<file path="config.mk">
export PLATFORM = sky130hd
export DESIGN_NAME = rr_grant_sequencer
export DESIGN_NICKNAME = d
export VERILOG_FILES = /design/src/rtl/rr_grant_sequencer.sv
export SDC_FILE = /design/constraint.sdc
export NUM_CORES = 1
export LEC_CHECK = 0
export CAP_MARGIN = 5
export CORE_UTILIZATION = 40
export DETAILED_ROUTE_END_ITERATION = 10
export GPL_ROUTABILITY_DRIVEN = 0
export PLACE_DENSITY = 0.68
export RECOVER_POWER = 100
export SETUP_SLACK_MARGIN = 0.3
export SLEW_MARGIN = 20
export SYNTH_ARGS = -nofsm -noshare
export SYNTH_HDL_FRONTEND = slang
export SYNTH_SLANG_ARGS = --single-unit
</file>
<file path="constraint.sdc">
create_clock -name clk -period 5.8 [get_ports clk]
set_clock_uncertainty 0.05 [all_clocks]
set_input_delay 1.16 -clock clk [delete_from_list [all_inputs] [get_ports clk]]
set_output_delay 1.16 -clock clk [all_outputs]
set_load 0.02 [all_outputs]
</file>
<file path="src/rtl/rr_grant_sequencer.sv">
// Round-robin owner of a shared one-hot select resource: one grant at a time,
// held until done/withdrawal/watchdog, followed by a single break-before-make gap.
module rr_grant_sequencer #(
  parameter int NREQ     = 8,
  parameter int HOLD_MAX = 16
) (
  input  logic                    clk,
  input  logic                    rst,
  input  logic [NREQ-1:0]         req,
  input  logic                    done,
  output logic [$clog2(NREQ)-1:0] gnt_idx,
  output logic [NREQ-1:0]         gnt,
  output logic                    gnt_valid,
  output logic                    timeout
);
  localparam int IW = $clog2(NREQ);

  typedef enum logic [1:0] {IDLE, GRANT, GAP} state_t;

  state_t        state;
  logic [IW-1:0] ptr;
  logic [7:0]    hold_cnt;
  logic [IW-1:0] pick;
  logic          wd_hit;
  logic          owner_req;
  logic          rel;

  // First set request at or after ptr; scanning downward leaves the nearest one.
  always_comb begin
    pick = ptr;
    for (int i = NREQ-1; i >= 0; i--) begin
      if (req[ptr + IW'(i)]) pick = ptr + IW'(i);
    end
  end

  assign wd_hit    = (hold_cnt == 8'(HOLD_MAX-1));
  assign owner_req = req[gnt_idx];
  assign rel       = done | ~owner_req | wd_hit;

  always_ff @(posedge clk or posedge rst) begin
    if (rst) begin
      state     <= IDLE;
      ptr       <= '0;
      gnt_idx   <= '0;
      gnt       <= '0;
      gnt_valid <= 1'b0;
      timeout   <= 1'b0;
      hold_cnt  <= '0;
    end else begin
      timeout <= 1'b0;
      case (state)
        IDLE: begin
          if (|req) begin
            gnt_idx   <= pick;
            gnt       <= {{(NREQ-1){1'b0}}, 1'b1} << pick;
            gnt_valid <= 1'b1;
            hold_cnt  <= '0;
            state     <= GRANT;
          end
        end
        GRANT: begin
          if (rel) begin
            gnt       <= '0;
            gnt_valid <= 1'b0;
            ptr       <= gnt_idx + IW'(1);
            // A watchdog expiry that coincides with a normal release is not a timeout.
            timeout   <= wd_hit & ~done & owner_req;
            state     <= GAP;
          end else if (hold_cnt != 8'hFF) begin
            hold_cnt <= hold_cnt + 8'd1;
          end
        end
        GAP:     state <= IDLE;
        default: state <= IDLE;
      endcase
    end
  end
endmodule
</file>
==> key figures <==
Synth
  • Area leader, netlist: dfrtp_1
  • Main synth FF type: dfrtp_1
  • Register bit total from synthesis: 26
  • Post-synthesis async set-or-reset flop share: 100%
  • Sequential share of the synthesized area: 30.7%
  • Post-synth EDFFs: 0
  • Syn_nets: 229
  • Synth top area share: 30.7%
  • Post-Synthesis Cells: 214
  • Synth Warn #: 0
  • Post-synth cell types: 52
  • Top cells by area, synth: dfrtp_1 31%, mux4_2 13%, mux2i_1 7.1%
  • Mapped cell area: 0.00212 mm2
  • Syn_area_per_cell: 9.89 um2

Placed design
  • Placed Cells: 298
  • Port bufs: 23
  • DP Worst Slack: 1.74 ns
  • DP HPWL: approximately 3.5 mm

Setup path
  • Critical R2R Launch: ptr[0]$_DFFE_PP0P_
  • Setup crit start kind: register
  • Critical Path AT: 4.44 ns
  • CP startpoint: ptr[0]$_DFFE_PP0P_
  • Setup CP Type: reg2reg
  • Worst stage delay on the critical path: 0.95 ns
  • Worst reg-to-reg setup slack: roughly 1.5 ns
  • CP max-delay cell: dfrtp_1
  • Crit. End Element: register
  • CP max FO: 19
  • Worst path required time: 5.96 ns
  • CP Cell Sequence: inv_1 -> ha_1 -> mux4_2 -> mux2_1 -> a2111o_1 -> a221oi_4 -> a32o_1

Timing
  • Slew HR: around two fifths
  • Post-route setup slack: 1.53 ns
  • Slew @ Worst Pin: 0.921 ns
  • Final Hold Vio Count: 0
  • Period utilization: roughly 74%
  • Fmax: 234 MHz
  • Setup TNS Final: 0 ns
  • RSZ-0062 raised after global routing: no
  • Fin crit period: 4.27 ns
  • Fin. max-slew vios: 0
  • Final setup fails: 0

CTS
  • Postcts setup bufs: 0
  • CTS buffer count: 3
  • CTS resizes: 0
  • Clock Sinks: 26
  • # hold bufs at CTS: 0
  • Clock buffer depth: 2
  • H-tree depth: 1
  • Reg clk slew, reported paths: 0.09 ns
  • Root buffer cell: clkbuf_8
  • Clk_lat worst skew: 0.27 ns
  • CTS tree: done

Finish
  • Commonest non-fill, non-tap cell in the layout: dfrtp_1
  • Share of cells above drive strength 1: 12.9%
  • P&R area growth vs syn: 15.8%
  • Final non-filler cell total: between 300 and 400
  • Nets: between 200 and 250
  • Most frequent cells in the layout: 26 x dfrtp_1, 22 x nor2_1, 18 x nand2_1
  • ANT cells: 0
  • # fillers: 496

Pwr
  • Maximum vdd drop: 0.000284 V
  • Pwr dens: 625 mW/mm2
  • Lkg Pwr: 1.01 nW

Drt
  • Routed via count: 1846
  • Routed len/inst: between 15 and 20 um
  • Iter 0 DRT Violations: between 200 and 250
  • DR pass1 iterations: 4
  • DRC viols: 0
  • Final ANT Viol Nets: 0
  • Via density: just over 6
  • DRT Wirelength: 4.86 mm

Worst hold path
  • Min-delay src: gnt[4]$_DFFE_PP0P_
  • Type of the tightest min-delay check: reg2reg

Die
  • Cell Rows: 26
  • Placeable Area: 0.00511 mm2
  • Chip width: 74.8 um
  • # IOs: 24
  • Initial Utilization: 41.5%
  • Die Footprint: 0.00559 mm2
  • Die extent in y: 74.8 um

GRT
  • Total GRT Usage: 19.4%
  • Largest net degree at the start of global routing: 27
  • First-pass GRT wire length: around 8.4 mm
  • Initial antenna violation count: 0
  • Vias in the first global route: 1674
  • Grt total ovfl: 0

Flow run
  • Max-cap violations: 0

Status
  • Status: finished, final reports clean
cells in the mapped netlist (2+ instances only):
| library cell | n |
|---|---|
| o211ai_1 | 2 |
| mux2_2 | 8 |
| nor2b_1 | 2 |
| nand2_1 | 18 |
| mux2i_1 | 15 |
| dfrtp_1 | 26 |
| nand3_1 | 4 |
| inv_1 | 6 |
| xnor2_1 | 2 |
| a32o_1 | 4 |
| mux4_2 | 12 |
| buf_4 | 2 |
| and3_1 | 6 |
| a21oi_1 | 6 |
| xor2_1 | 8 |
| ha_1 | 4 |
| nor3_1 | 3 |
| clkbuf_1 | 7 |
| o31ai_1 | 5 |
| o21bai_1 | 2 |
| a311oi_1 | 2 |
| o21ai_0 | 7 |
| nand4_1 | 4 |
| nand2b_1 | 3 |
| a31oi_1 | 2 |
| a22oi_1 | 2 |
| nor4_1 | 3 |
| a211oi_1 | 4 |
| nor2_1 | 22 |
per-layer routing:
layer / vias to the layer above / share of wire [%] / GRT usage, %
met4: 0 / 1.1 / 4.19
met1: 906 / 49 / 29.9
li1: 862 / - / -
met3: 8 / 4.7 / 2.95
met2: 70 / 45 / 28.9
met5: - / 0 / 0
critical path, delay by kind of cell, from the launching register on:
family          cells  cell delay (ns)
flops               1             0.95
buf+inv             1             0.41
fa+ha+maj           1             0.68
mux                 2             1.00
compound gates      3             1.13
flip-flops by register name (all words and copies together), names as in the netlist:
register and cells:
gnt 8, gnt_idx 3, gnt_valid 1, hold_cnt 8, ptr 3, state 2
timeout 1
cell type report:
cell class	instances	area (um2)	share of cell area, %
multi-input cells	169	1380	56.3
flip-flops and latches	26	651	26.5
repair buffers	26	249	10.2
well taps	70	87.6	3.57
clock buffers	4	55.1	2.25
inverters	8	30.0	1.23
cell families (layout without fill, tap and decap cells):
| kind of cell | count (synthesis) | in the layout | share of synthesized area [%] |
|---|---|---|---|
| AO/OA/AOI/OAI | 48 | 48 | 18.0 |
| flip-flops | 26 | 26 | 30.7 |
| multiplexers | 35 | 35 | 24.1 |
| buffers and inverters | 19 | 38 | 4.14 |
| AND/OR/NAND/NOR | 72 | 72 | 16.5 |
| XOR/XNOR | 10 | 10 | 4.14 |
| adder cells (fa/ha/maj) | 4 | 4 | 2.36 |
per-stage QoR:
step	utilization [%]	area, um2	hold WS (ns)	total power [mW]
after floorplan	-	2120	0.450	1.17
after global placement	46.8	2390	0.422	1.42
after detailed placement	46.8	2390	0.425	1.42
after CTS	47.9	2450	0.446	1.54
after global routing	48.0	2450	0.468	1.67
final	48.0	2450	0.432	1.53
power by group:
| group | total (mW) | leakage [nW] | switching, mW | internal, mW |
|---|---|---|---|---|
| Clock | 0.118 | 0.0288 | 0.0570 | 0.0607 |
| Sequential | 0.325 | 0.336 | 0.0887 | 0.236 |
| Combinational | 1.09 | 0.642 | 0.617 | 0.472 |
worst paths after layout:
kind                                          endpoint  depth (start not counted)
worst max register to register      gnt[2]$_DFFE_PP0P_                          7
max in group asynchronous           ptr[1]$_DFFE_PP0P_                          3
worst max-delay path                gnt[2]$_DFFE_PP0P_                          7
min in group asynchronous       gnt_idx[2]$_DFFE_PP0P_                          2
worst min-delay path                gnt[4]$_DFFE_PP0P_                          2
worst min register to register      gnt[4]$_DFFE_PP0P_                          2
Power figures use the tool's default switching activity.
